### src/rtl/multicycle_control.sv
// Control FSM for the multicycle MIPS-subset datapath: sequences fetch, decode,
// execute, memory and writeback, steering the shared ALU and all write enables.
module multicycle_control (
  input  logic       clk,
  input  logic       reset,
  input  logic [5:0] op,
  input  logic [5:0] funct,
  input  logic       zero,
  output logic       IorD,
  output logic       MemWrite,
  output logic       IRWrite,
  output logic       RegDst,
  output logic       MemtoReg,
  output logic       RegWrite,
  output logic       ALUSrcA,
  output logic [1:0] ALUSrcB,
  output logic [2:0] ALUControl,
  output logic [1:0] PCSrc,
  output logic       PCEn,
  output logic [3:0] state,
  output logic       instr_done
);

  typedef enum logic [3:0] {
    S_FETCH    = 4'd0,
    S_DECODE   = 4'd1,
    S_MEMADR   = 4'd2,
    S_MEMREAD  = 4'd3,
    S_MEMWB    = 4'd4,
    S_MEMWRITE = 4'd5,
    S_EXECUTE  = 4'd6,
    S_ALUWB    = 4'd7,
    S_BRANCH   = 4'd8,
    S_ADDIEX   = 4'd9,
    S_ADDIWB   = 4'd10,
    S_JUMP     = 4'd11
  } state_t;

  localparam logic [5:0] OP_RTYPE = 6'b000000;
  localparam logic [5:0] OP_LW    = 6'b100011;
  localparam logic [5:0] OP_SW    = 6'b101011;
  localparam logic [5:0] OP_BEQ   = 6'b000100;
  localparam logic [5:0] OP_ADDI  = 6'b001000;
  localparam logic [5:0] OP_J     = 6'b000010;

  localparam logic [5:0] FN_ADD = 6'b100000;
  localparam logic [5:0] FN_SUB = 6'b100010;
  localparam logic [5:0] FN_AND = 6'b100100;
  localparam logic [5:0] FN_OR  = 6'b100101;

  state_t     state_q, state_d;
  state_t     cur;
  logic       funct_ok;
  logic [2:0] funct_alu;
  logic       pc_write;
  logic       branch;

  always_comb begin
    funct_ok  = 1'b1;
    funct_alu = 3'b000;
    case (funct)
      FN_ADD:  funct_alu = 3'b000;
      FN_SUB:  funct_alu = 3'b001;
      FN_AND:  funct_alu = 3'b010;
      FN_OR:   funct_alu = 3'b011;
      default: funct_ok  = 1'b0;
    endcase
  end

  always_comb begin
    state_d = S_FETCH;
    case (state_q)
      S_FETCH:  state_d = S_DECODE;
      S_DECODE: begin
        case (op)
          OP_LW, OP_SW: state_d = S_MEMADR;
          OP_RTYPE:     state_d = funct_ok ? S_EXECUTE : S_FETCH;
          OP_BEQ:       state_d = S_BRANCH;
          OP_ADDI:      state_d = S_ADDIEX;
          OP_J:         state_d = S_JUMP;
          default:      state_d = S_FETCH;
        endcase
      end
      S_MEMADR:  state_d = (op == OP_SW) ? S_MEMWRITE : S_MEMREAD;
      S_MEMREAD: state_d = S_MEMWB;
      S_EXECUTE: state_d = S_ALUWB;
      S_ADDIEX:  state_d = S_ADDIWB;
      default:   state_d = S_FETCH;
    endcase
  end

  always_ff @(posedge clk) begin
    if (reset) state_q <= S_FETCH;
    else       state_q <= state_d;
  end

  // Reset overrides the visible state so the datapath sees FETCH selects at once.
  assign cur = reset ? S_FETCH : state_q;

  always_comb begin
    IorD       = 1'b0;
    MemWrite   = 1'b0;
    IRWrite    = 1'b0;
    RegDst     = 1'b0;
    MemtoReg   = 1'b0;
    RegWrite   = 1'b0;
    ALUSrcA    = 1'b0;
    ALUSrcB    = 2'b00;
    ALUControl = 3'b000;
    PCSrc      = 2'b00;
    pc_write   = 1'b0;
    branch     = 1'b0;
    instr_done = 1'b0;
    case (cur)
      S_FETCH: begin
        IRWrite  = 1'b1;
        ALUSrcB  = 2'b01;
        pc_write = 1'b1;
      end
      S_DECODE: begin
        ALUSrcB = 2'b11;
        // Unsupported opcode/funct retires here as a nop.
        case (op)
          OP_LW, OP_SW, OP_BEQ, OP_ADDI, OP_J: instr_done = 1'b0;
          OP_RTYPE: instr_done = ~funct_ok;
          default:  instr_done = 1'b1;
        endcase
      end
      S_MEMADR: begin
        ALUSrcA = 1'b1;
        ALUSrcB = 2'b10;
      end
      S_MEMREAD: IorD = 1'b1;
      S_MEMWB: begin
        MemtoReg   = 1'b1;
        RegWrite   = 1'b1;
        instr_done = 1'b1;
      end
      S_MEMWRITE: begin
        IorD       = 1'b1;
        MemWrite   = 1'b1;
        instr_done = 1'b1;
      end
      S_EXECUTE: begin
        ALUSrcA    = 1'b1;
        ALUControl = funct_alu;
      end
      S_ALUWB: begin
        RegDst     = 1'b1;
        RegWrite   = 1'b1;
        instr_done = 1'b1;
      end
      S_BRANCH: begin
        ALUSrcA    = 1'b1;
        ALUControl = 3'b001;
        PCSrc      = 2'b01;
        branch     = 1'b1;
        instr_done = 1'b1;
      end
      S_ADDIEX: begin
        ALUSrcA = 1'b1;
        ALUSrcB = 2'b10;
      end
      S_ADDIWB: begin
        RegWrite   = 1'b1;
        instr_done = 1'b1;
      end
      S_JUMP: begin
        PCSrc      = 2'b10;
        pc_write   = 1'b1;
        instr_done = 1'b1;
      end
      default: ;
    endcase
    if (reset) begin
      MemWrite   = 1'b0;
      IRWrite    = 1'b0;
      RegWrite   = 1'b0;
      pc_write   = 1'b0;
      branch     = 1'b0;
      instr_done = 1'b0;
    end
  end

  assign PCEn  = pc_write | (branch & zero);
  assign state = cur;

endmodule

### config.mk
export PLATFORM = sky130hd
export DESIGN_NAME = multicycle_control
export DESIGN_NICKNAME = d
export VERILOG_FILES = /design/src/rtl/multicycle_control.sv
export SDC_FILE = /design/constraint.sdc
export NUM_CORES = 1
export LEC_CHECK = 0
export CELL_PAD_IN_SITES_DETAIL_PLACEMENT = 0
export CELL_PAD_IN_SITES_GLOBAL_PLACEMENT = 1
export CORE_MARGIN = 8
export CORE_UTILIZATION = 24
export CTS_CLUSTER_SIZE = 30
export DETAILED_ROUTE_END_ITERATION = 12
export PLACE_DENSITY_LB_ADDON = 0.1
export SYNTH_ARGS = -nofsm -noshare
export SYNTH_HDL_FRONTEND = slang
export SYNTH_SLANG_ARGS = --single-unit
### constraint.sdc
create_clock -name clk -period 2.5 [get_ports clk]
set_input_delay 0.625 -clock clk [delete_from_list [all_inputs] [get_ports clk]]
set_output_delay 0.625 -clock clk [all_outputs]
set_load 0.005 [all_outputs]
==> flow_summary.toml <==
[layout]
antenna_cells = 0
top_register = "state_q"
drive_gt1_share_pct = 31.7
reg.largest.list = "state_q: 4 flops"
areaGrowthSynthToFinish_pct = 93.0
largest_reg_flops = 4
utilization_pct = 47.9
multi_input_area_um2 = 517
nets = 162
regArea_um2 = 81.3
n_fill_cell = 261

[cts]
cts_buffer_depth = 2
cts_max_level = 1
path_clk_slew_ns = 0.04
worstSkewPairLatency_ns = 0.23
root_buffer = "clkbuf_4"
numCtsBuffers = 3
cts_tree = "built"
clock-sinks = 4

[synthesis]
synth_edf_count = 0
synth-async-reset-ratio_pct = 0
synthTopCellsByArea = "dfxtp_1 13%, nor2b_1 10%, a21oi_1 5.8%"
yosysTopAreaCellShare_pct = 13.3
ys_warn_count = 0
synthesis.area_um2 = 604
synth_nets = 104
ys_seq_elements = 4
ys.flop_type = "dfxtp_1"
yosysMostFrequentCell = "nor2b_1"
synth_cell_types = 35
yosys.area.top_type = "dfxtp_1"
synthCells = 89
synth.avg_cell_area_um2 = 6.79
synth.top_cells.by_count = "10 x nor2b_1, 7 x a21oi_1, 7 x nor3_1"
seq_area_frac_synth_pct = 13.3

[global_route]
grt_pass1_vias = 833
grtUsageTotal_pct = 9.92
antenna_found_initial = 0
grt_pass1_wl_um = 3580
overflow = 0
grt_max_degree = 11

[power]
combPwrFrac_pct = 43.0
seq_power_share_pct = 26.9
ir_worst_vdd_v = 0.000308
pwr-share-clk_pct = 30.1
internal_power_uw = 186
leakagePower_nw = 0.524
swShare_pct = 29.0
powerDensity_nw_per_um2 = 224
power.switching_uw = 75.9

[detailed_routing]
routed_wirelength_um = 2310
route.detailed.drc = 0
postRouteAntennaNets = 0
drtPass1Iterations = 4
drt_iter0_drc = 26
post_drt_wl_per_cell_um = 13.2
vias_per_cell = 4.81
vias = 842

[critical_path]
cp_data_arrival_time_ns = 1.84
critical_path.max_fanout = 2
rr_worst_depth = 5
crit_top_cell = "a211oi_2"
crit_slowest_cell = "clkdlybuf4s50_1"
crit_chain = "clkdlybuf4s50_1, mux2i_2, a211oi_2, o21ai_1, a211oi_2, buf_2"
crit_required_ns = 1.88
end_kind = "output port"
cpPeakStageDelay_ns = 0.51
r2r_start = "state_q[0]$_SDFF_PP0_"
start_kind = "input pin"
r2r_end = "state_q[1]$_SDFF_PP0_"
path_class = "input pin to output port"
r2r_slack_ns = 0.97

[sta]
fin_crit_ns = 2.47
hold_violations = 0
fmax_mhz = 405
hold_slack_ns = 0.561
fin_skew_ns = 0.00148
period_share_pct = 98.8
drv_slew = 0
worst_slack_ns = 0.0302
rsz0062_at_grt = "true"
final-setup-viol-count = 0
tns_ns = 0

[placed_design]
post-dp-hpwl_um = 1920
port_buffers = 33
gp_congestion = 0.848
place_ws_ns = -0.713

[min_path]
min_path_type = "register to register"
hold_end = "state_q[2]$_SDFF_PP0_"
hold_path_depth = 2
hp-start = "state_q[1]$_SDFF_PP0_"

[die]
initial_core_util_pct = 24.8
core_um2 = 2430
fp.dieW_um = 66.2
die-area_um2 = 4380
ios = 35
die_h_um = 66.2
core.rowCount = 18

[run]
max_cap_viol_count = 0

[status]
status = "completed"
[critical path: cells and delay by family]
kind | cells | cell delay, ns
muxes | 1 | 0.10
AOI/OAI and AO/OA | 3 | 0.48
buffers and inverters | 2 | 0.65
[power by group through the flow]
| stage | registers (mW) | logic (mW) | clock network [mW] |
|---|---|---|---|
| 2_1_floorplan | 0.0680 | 0.0409 | 0 |
| 3_3_place_gp | 0.0711 | 0.113 | 0 |
| 3_5_place_dp | 0.0710 | 0.114 | 0 |
| 4_1_cts | 0.0703 | 0.112 | 0.0815 |
| 5_1_grt | 0.0710 | 0.121 | 0.0876 |
| 6_report | 0.0705 | 0.112 | 0.0788 |
[cell type report]
| class | instances | share of cell area, % |
|---|---|---|
| inverter | 3 | 0.966 |
| timing repair buffer | 59 | 42.6 |
| clock buffer | 3 | 1.93 |
| tap | 30 | 3.22 |
| multi-input combinational | 76 | 44.3 |
| sequential | 4 | 6.97 |
[placed cells by master (no fill, tap or decap), drive strengths merged, types with 2 or more instances in the layout]
cell type,count
o21ai,2
nand2,3
nand2b,4
buf,27
nor4,3
a211oi,5
nor3b,2
nor2b,10
nor3,7
o21bai,3
a21oi,7
dfxtp,4
dlygate4sd2,6
clkbuf,8
inv,3
and2,2
dlymetal6s2s,2
and3,3
a31oi,2
nor2,6
clkdlybuf4s50,18
nand4b,3
[logic make-up (layout without fill, tap and decap cells)]
group,Yosys count,count (layout),share of synthesized area (%)
simple gates,48,48,46.6
mux,2,2,3.52
other cells,1,1,0.621
buf+inv,9,65,6.21
flops,4,4,13.3
xor+xnor,2,2,2.90
compound gates,23,23,26.9
[stage by stage]
stage | total power, mW | instances | instance area [um^2]
after global routing | 0.280 | 175 | 1170
final | 0.262 | 175 | 1170
after detailed placement | 0.185 | 171 | 1130
after floorplan | 0.109 | 89 | 604
after CTS | 0.264 | 175 | 1170
after global placement | 0.184 | 171 | 1130
[repair_timing]
item                                    in CTS  in global routing
buffers inserted                             1                  0
hold buffers                                 0                  0
pin swaps                                    4                  4
endpoints found under the setup margin      19                  6
resized for setup                           25                 14
[worst max path at each step]
stage                        start          to  slack (ns)  depth (start not counted)
final                     funct[1]  instr_done        0.03                          6
after global placement       op[3]  instr_done       -0.68                          6
after detailed placement     op[3]  instr_done       -0.71                          6
after floorplan              op[3]  instr_done        0.26                          4
after global routing         op[2]  instr_done       -0.06                          6
after CTS                    op[0]  instr_done       -0.08                          6
[metal layers]
layer / part of all wire [%] / wire [um] / GRT usage [%]
met2: 48 / 1110 / 18.0
met4: 0 / 0 / 0.800
met5: 0 / 0 / 0
met3: 6.7 / 154 / 3.56
met1: 45 / 1040 / 11.2
No activity file was read; power rests on OpenSTA's default activity.
